## src/rtl/axi_rd_master.sv

```systemverilog
// AXI read-burst initiator: one AR burst per user request, each R beat returned as a registered strobe.
// Define AXI_RD_LAST_CHECK_EN to flag rlast/beat-count disagreement on rd_err.
module axi_rd_master #(
  parameter int unsigned ADDR_WIDTH = 27,
  parameter int unsigned DATA_WIDTH = 16,
  parameter logic [7:0]  RBURST_LEN = 8'd8
) (
  input  logic                  clk,
  input  logic                  rst,
  input  logic                  init_end,
  input  logic                  rd_trig,
  input  logic [7:0]            rd_len,
  input  logic [ADDR_WIDTH-1:0] rd_addr,
  output logic                  rd_ready,
  output logic [DATA_WIDTH-1:0] rd_data,
  output logic                  rd_data_en,
  output logic                  rd_done,
  output logic                  rd_err,
  output logic                  axi_arvalid,
  input  logic                  axi_arready,
  output logic [ADDR_WIDTH-1:0] axi_araddr,
  output logic [7:0]            axi_arlen,
  input  logic                  axi_rvalid,
  output logic                  axi_rready,
  input  logic                  axi_rlast,
  input  logic [DATA_WIDTH-1:0] axi_rdata
);

  typedef enum logic [1:0] {
    S_IDLE = 2'd0,
    S_AR   = 2'd1,
    S_R    = 2'd2,
    S_DONE = 2'd3
  } state_e;

  state_e                  state_q, state_d;
  logic                    idle_q, idle_d;
  logic [7:0]              len_q, len_d;
  logic [7:0]              cnt_q, cnt_d;
  logic [7:0]              arlen_q, arlen_d;
  logic [ADDR_WIDTH-1:0]   addr_q, addr_d;
  logic                    arvalid_q, arvalid_d;
  logic                    rready_q, rready_d;
  logic [DATA_WIDTH-1:0]   data_q, data_d;
  logic                    data_en_q, data_en_d;
  logic                    done_q, done_d;
  logic                    err_q, err_d;

  logic                    accept_s;
  logic                    ar_fire_s;
  logic                    r_fire_s;
  logic                    final_cnt_s;
  logic [7:0]              clamp_len_s;

  // idle_q is a registered copy of "in IDLE", so rd_ready stays low during and right after reset
  assign rd_ready    = idle_q & init_end;
  assign accept_s    = rd_trig & rd_ready;
  assign ar_fire_s   = arvalid_q & axi_arready;
  assign r_fire_s    = rready_q & axi_rvalid;
  assign final_cnt_s = (cnt_q == (len_q - 8'd1));
  assign clamp_len_s = (rd_len > RBURST_LEN) ? RBURST_LEN : rd_len;

`ifndef AXI_RD_LAST_CHECK_EN
  logic unused_rlast_s;
  assign unused_rlast_s = axi_rlast;
`endif

  // Next-state and next-output logic
  always_comb begin
    state_d   = state_q;
    len_d     = len_q;
    cnt_d     = cnt_q;
    arlen_d   = arlen_q;
    addr_d    = addr_q;
    data_d    = data_q;
    data_en_d = 1'b0;
    err_d     = 1'b0;
    case (state_q)
      S_IDLE: begin
        if (accept_s) begin
          addr_d  = rd_addr;
          len_d   = clamp_len_s;
          cnt_d   = 8'd0;
          arlen_d = (clamp_len_s == 8'd0) ? 8'd0 : (clamp_len_s - 8'd1);
          state_d = (clamp_len_s == 8'd0) ? S_DONE : S_AR;
        end else begin
          state_d = S_IDLE;
        end
      end
      S_AR: begin
        if (ar_fire_s) begin
          state_d = S_R;
        end else begin
          state_d = S_AR;
        end
      end
      S_R: begin
        if (r_fire_s) begin
          data_d    = axi_rdata;
          data_en_d = 1'b1;
          cnt_d     = cnt_q + 8'd1;
`ifdef AXI_RD_LAST_CHECK_EN
          err_d     = axi_rlast ^ final_cnt_s;
`else
          err_d     = 1'b0;
`endif
          // termination is count-based; rlast only feeds the optional check
          state_d   = final_cnt_s ? S_DONE : S_R;
        end else begin
          state_d = S_R;
        end
      end
      S_DONE: begin
        state_d = S_IDLE;
      end
      default: begin
        state_d = S_IDLE;
      end
    endcase
    idle_d    = (state_d == S_IDLE);
    arvalid_d = (state_d == S_AR);
    rready_d  = (state_d == S_R);
    done_d    = (state_d == S_DONE);
  end

  // State and output registers
  always_ff @(posedge clk or posedge rst) begin
    if (rst) begin
      state_q   <= S_IDLE;
      idle_q    <= 1'b0;
      len_q     <= 8'd0;
      cnt_q     <= 8'd0;
      arlen_q   <= 8'd0;
      addr_q    <= '0;
      arvalid_q <= 1'b0;
      rready_q  <= 1'b0;
      data_q    <= '0;
      data_en_q <= 1'b0;
      done_q    <= 1'b0;
      err_q     <= 1'b0;
    end else begin
      state_q   <= state_d;
      idle_q    <= idle_d;
      len_q     <= len_d;
      cnt_q     <= cnt_d;
      arlen_q   <= arlen_d;
      addr_q    <= addr_d;
      arvalid_q <= arvalid_d;
      rready_q  <= rready_d;
      data_q    <= data_d;
      data_en_q <= data_en_d;
      done_q    <= done_d;
      err_q     <= err_d;
    end
  end

  assign rd_data     = data_q;
  assign rd_data_en  = data_en_q;
  assign rd_done     = done_q;
  assign rd_err      = err_q;
  assign axi_arvalid = arvalid_q;
  assign axi_araddr  = addr_q;
  assign axi_arlen   = arlen_q;
  assign axi_rready  = rready_q;

endmodule

```

## config.mk

```make
export PLATFORM = sky130hd
export DESIGN_NAME = axi_rd_master
export DESIGN_NICKNAME = d
export VERILOG_FILES = /design/src/rtl/axi_rd_master.sv
export SDC_FILE = /design/constraint.sdc
export NUM_CORES = 1
export LEC_CHECK = 0
export CORE_UTILIZATION = 50
export CTS_BUF_LIST = sky130_fd_sc_hd__clkbuf_2 sky130_fd_sc_hd__clkbuf_4 sky130_fd_sc_hd__clkbuf_8
export CTS_CLUSTER_SIZE = 12
export DETAILED_ROUTE_END_ITERATION = 10
export PLACE_DENSITY = 0.91
export SYNTH_ARGS = -nofsm -noshare
export SYNTH_HDL_FRONTEND = slang
export SYNTH_SLANG_ARGS = --single-unit
```

## constraint.sdc

```tcl
create_clock -name clk -period 4.1 [get_ports clk]
set_clock_uncertainty 0.1 [all_clocks]
set_input_delay 0.615 -clock clk [delete_from_list [all_inputs] [get_ports clk]]
set_output_delay 0.615 -clock clk [all_outputs]
set_load 0.01 [all_outputs]
```

# [Word-level counts from Yosys, hierarchy flattened]
# Index checks and enable logic that the tools add are counted.
[classes] addsub=3 magnitude_cmp=1 n_eq_ne=9 muxes=13 bitwise_logic=4 reduce_logical=7
[op_table] cell="two-way mux 8 bit" n=4
[op_table] cell="one-hot mux 8 bit (2 select lines)" n=1
[op_table] cell="subtractor 8 x 1 -> 8 bit, second input constant" n=2
[op_table] cell="adder 8 x 1 -> 8 bit, second input constant" n=1
[op_table] cell="equality test 2 bit, second input constant" n=4
[op_table] cell="equality test 8 bit" n=1
[op_table] cell="greater-than comparator 8 x 4 -> 1 bit, second input constant" n=1
[op_table] cell="logical NOT 8 bit" n=1
[op_table] cell="one-hot mux 2 bit (4 select lines)" n=1
[op_table] cell="two-way mux 2 bit" n=3
[op_table] cell="bitwise AND 1 bit" n=4
[op_table] cell="equality test 2 x 1 -> 1 bit, second input constant" n=2
[op_table] cell="logical NOT 2 bit" n=2
[op_table] cell="two-way mux 1 bit" n=4
[op_table] cell="!= test 2 bit, second input constant" n=2
[op_table] cell="AND reduction 2 bit" n=2
[op_table] cell="AND reduction 3 bit" n=1
[op_table] cell="nonzero test 2 bit" n=1
[word_totals] register_bits=74 inputBits=58 out_inout_bits=57 wordCells=48

# [Depth between registers and ports, before layout]
[logic_depth] ltp_word=7 mapped_depth=7 mapped_depth_nobuf=7

# [Worst setup path before layout]
# OpenSTA, ideal clock, no wires.
[synth_timing] path_kind="input port to flip-flop" start="in rd_len[4]" end="reg arlen_q[3], in the netlist axi_arlen[3]" setup_time_ns=0.064 arrival_time_ns=2.218 t_required_ns=3.936 path_slack_ns=1.718 path_stages=7 n_path_buf=0 cell_sequence="or4_4 > nor2_4 > nand2_1 > ha_1 > or4_1 > nor2_2 > a21o_1"
[synth_via] elab_chain_len=4 word_cells_on_any_way=5 classes_between="add/sub: 1; order compare: 1; mux: 2; reduce/logical: 1"
[synth_lines] element="start, declared" line="12" text="input logic [7:0] rd_len,"
[synth_lines] element="greater-than comparator 8 x 4 -> 1 bit" line="61" text="assign clamp_len_s = (rd_len > RBURST_LEN) ? RBURST_LEN : rd_len;"
[synth_lines] element="two-way mux 8 bit (*)" line="61"
[synth_lines] element="subtractor 8 x 1 -> 8 bit / logical NOT 8 bit (equally long branches)" line="84" text="arlen_d = (clamp_len_s == 8'd0) ? 8'd0 : (clamp_len_s - 8'd1);"
[synth_lines] element="two-way mux 8 bit (*)" line="84"
[synth_lines] element="end signal, assigned" line="146" text="arlen_q <= arlen_d;"
[synth_lines] element="end, declared" line="40" text="logic [7:0] arlen_q, arlen_d;"
# Every way passes the cells marked *; elsewhere a longest branch is shown, timed or not.
# A chain may end at the register's enable or synchronous reset.

# [Worst setup path in the final report]
[layout_timing] start="in rd_len[4]" end="reg arlen_q[5], in the netlist axi_arlen[5]"
# Same word-level chain as after synthesis.

==> run_results.csv <==
group,metric,value,unit
global_route,antenna_found_initial,0,
setup_path,ff2ff_setup_slack,1.79,ns
drt,final_antenna_net_count,0,
clock_tree,cts_sinks,74,
global_route,grt_pass1_wl,12.4,mm
floorplan,core,6030,um2
logic_synthesis,synth-seq-cells,74,
clock_tree,cts_buffers,9,
setup_path,timing.rr.end,"axi_rready",
logic_synthesis,synth_async_sr_flop_share,100,%
timing,hold_viol,0,
timing,drv_slew,0,
setup_path,worstPathMaxFanout,7,
timing,fmax,389,MHz
power,power_leakage,2.22,nW
drt,vias,2674,
logic_synthesis,yosysUniqueCellTypes,44,
logic_synthesis,avgSynthCellArea,9.44,um2
floorplan,ioPinCount,115,
setup_path,critPathRequiredTime,4.29,ns
logic_synthesis,synth_flop_cell,"dfrtp_1",
timing,setup_viol,0,
timing,tightest_slew,0.820,ns
drt,first_pass_iters,4,
min_path,hold_path_class,"reg -> reg",
floorplan,die_area,6690,um2
timing,slew_headroom,45.3,%
min_path,worstHoldEndpoint,"axi_araddr[19]",
clock_tree,cts_tree,"done",
drt,routed_wl,7.56,mm
placed_design,place_hpwl,5.34,mm
logic_synthesis,yosysTopAreaCellShare,58.2,%
logic_synthesis,synth_most_common_cell,"nand2_1",
drt,routedWlPerCell,14.3,um
floorplan,dieHeight,81.8,um
floorplan,initial_utilization,52.8,%
clock_tree,cts_buffer_depth,2,
drt,vias_per_cell,5.05,
global_route,grt.total_usage,24.8,%
logic_synthesis,synth_edf_count,0,
setup_path,r2r-start,"state_q[1]",
final_layout,instances_no_fill,529,
setup_path,cp-start-kind,"input pin",
global_route,grt_pass1_vias,2857,
clock_tree,cts_max_level,3,
global_route,grt.overflow.total,0,
clock_tree,clk-insertion-delay-late,0.34,ns
final_layout,n_fill_cell,412,
clock_tree,clkTransAtPathRegs,0.08,ns
clock_tree,cts_root_buffer,"clkbuf_8",
setup_path,critical_path_class,"in -> reg",
final_layout,layout-drive-gt1-share,7.27,%
drt,drc,0,
logic_synthesis,synthTopCellsByCount,"nand2_1, dfrtp_1, nor2_1, buf_2, xnor2_1",
final_layout,fin_nets,510,
global_route,grt_max_degree,48,
logic_synthesis,yosys_warnings,0,
power,ir_drop,0.369,mV
power,cellPowerDensity,602,nW/um2
logic_synthesis,synth_top_area_cell,"dfrtp_1",
placed_design,port_buffers,112,
floorplan,fp-row-count,28,
timing,min_period,2.57,ns
floorplan,die_width,81.8,um
final_layout,syn_to_final_growth,44.1,%
placed_design,dp.cells,513,
clock_tree,holdBufCountCts,0,
final_layout,diodes,0,
timing,period_share,62.7,%
drt,drt-initial-drc-count,109,
timing,finalSetupTns,0,ns
logic_synthesis,syn-instance-count,337,
timing,hold_ws,0.375,ns
setup_path,cp-end-kind,"register",
logic_synthesis,synthesis.nets,398,
placed_design,gp_congestion,0.805,
min_path,min_path_cells,2,
min_path,hp-start,"axi_araddr[19]",
clock_tree,post_cts_resized,0,
job,max-cap-violations,0,
logic_synthesis,synthesis.area,3180,um2
clock_tree,post-cts-setup-buffer-count,0,
setup_path,r2r_cells,7,
timing,rsz0062_at_grt,"no",
logic_synthesis,ys_seq_area_share,58.2,%
logic_synthesis,ys_top_cells_by_area,"dfrtp_1, nand2_1, xnor2_1, xor2_1, and2_1",
setup_path,cp.arrival,2.76,ns
final_layout,fin_area,4580,um2
placed_design,dpl_cell_area,4360,um2
run_status,outcome,"finished, final reports clean",
==> where the power goes <==
| group | switching [mW] | leakage [nW] | total [mW] | internal, mW |
|---|---|---|---|---|
| logic | 0.461 | 1.14 | 1.02 | 0.555 |
| registers | 0.148 | 0.969 | 1.12 | 0.969 |
| clock network | 0.262 | 0.111 | 0.626 | 0.365 |
| total | 0.872 | 2.22 | 2.76 | 1.89 |
==> routing by layer <==
metal	global-route usage (%)	vias up	routed length [um]
met1	27.5	1271	3010
met5	0	-	0
met3	9.56	11	553
met2	43.5	96	3870
met4	8.07	0	121
li1	-	1296	-
==> critical path, cell delays in order <==
cell,delay [ns]
clkdlybuf4s50_1,0.39
or4_4,0.54
nor2_4,0.18
nand2_1,0.10
ha_1,0.24
or4_1,0.42
nor2_2,0.16
a21o_1,0.11
==> area by class of cell <==
cell class	instances	area (um2)	area share (%)
tap	75	93.8	2.05
multi-input combinational	240	1230	26.9
clock buffer	12	146	3.19
sequential	74	1850	40.4
inverter	8	30.0	0.655
clock inverter	4	76.3	1.66
timing repair buffer	116	1150	25.1
==> flip-flops by register name, summed over array words and instances (netlist names) <==
register / flops
axi_arvalid: 1
cnt_q: 8
rd_data: 16
axi_arlen: 8
len_q: 8
axi_araddr: 27
axi_rready: 1
state_q: 2
rd_data_en: 1
rd_done: 1
idle_q: 1
==> cells by family after synthesis <==
| group | share of synthesized area, % |
|---|---|
| AO/OA/AOI/OAI | 6.10 |
| XOR/XNOR | 3.85 |
| adder cells (fa/ha/maj) | 1.18 |
| buffers and inverters | 3.15 |
| flip-flops | 58.2 |
| multiplexers | 0.315 |
| other | 0.118 |
| AND/OR/NAND/NOR | 27.1 |
==> through the flow <==
stage / setup WS [ns] / utilization [%] / total power, mW
after floorplan: 1.50 / - / 1.54
after global placement: 1.22 / 72.4 / 2.09
after detailed placement: 1.20 / 72.4 / 2.15
after CTS: 1.54 / 76.1 / 2.79
after global routing: 1.42 / 76.1 / 2.92
final: 1.53 / 76.1 / 2.76
==> placed cells by master (no fill, tap or decap), types with 5 or more instances in the layout <==
cell type	instances
and2_1	7
nand3_1	6
dfrtp_1	74
o21ai_0	6
clkdlybuf4s50_1	112
xnor2_1	8
xor2_1	6
inv_1	6
nor2b_1	5
clkbuf_8	9
nand2_1	144
nor2_1	10
==> worst max path at each step <==
stage	start	depth (start not counted)	slack, ns	end
floorplan	rst	1	1.50	axi_araddr[0]
global placement	rd_len[4]	8	1.22	axi_arlen[5]
detailed placement	rd_len[4]	8	1.20	axi_arlen[7]
CTS	rd_len[4]	8	1.54	axi_arlen[7]
global route	rd_len[4]	8	1.42	axi_arlen[7]
finish	rd_len[4]	8	1.53	axi_arlen[5]
(Power assumes the default switching activity.)
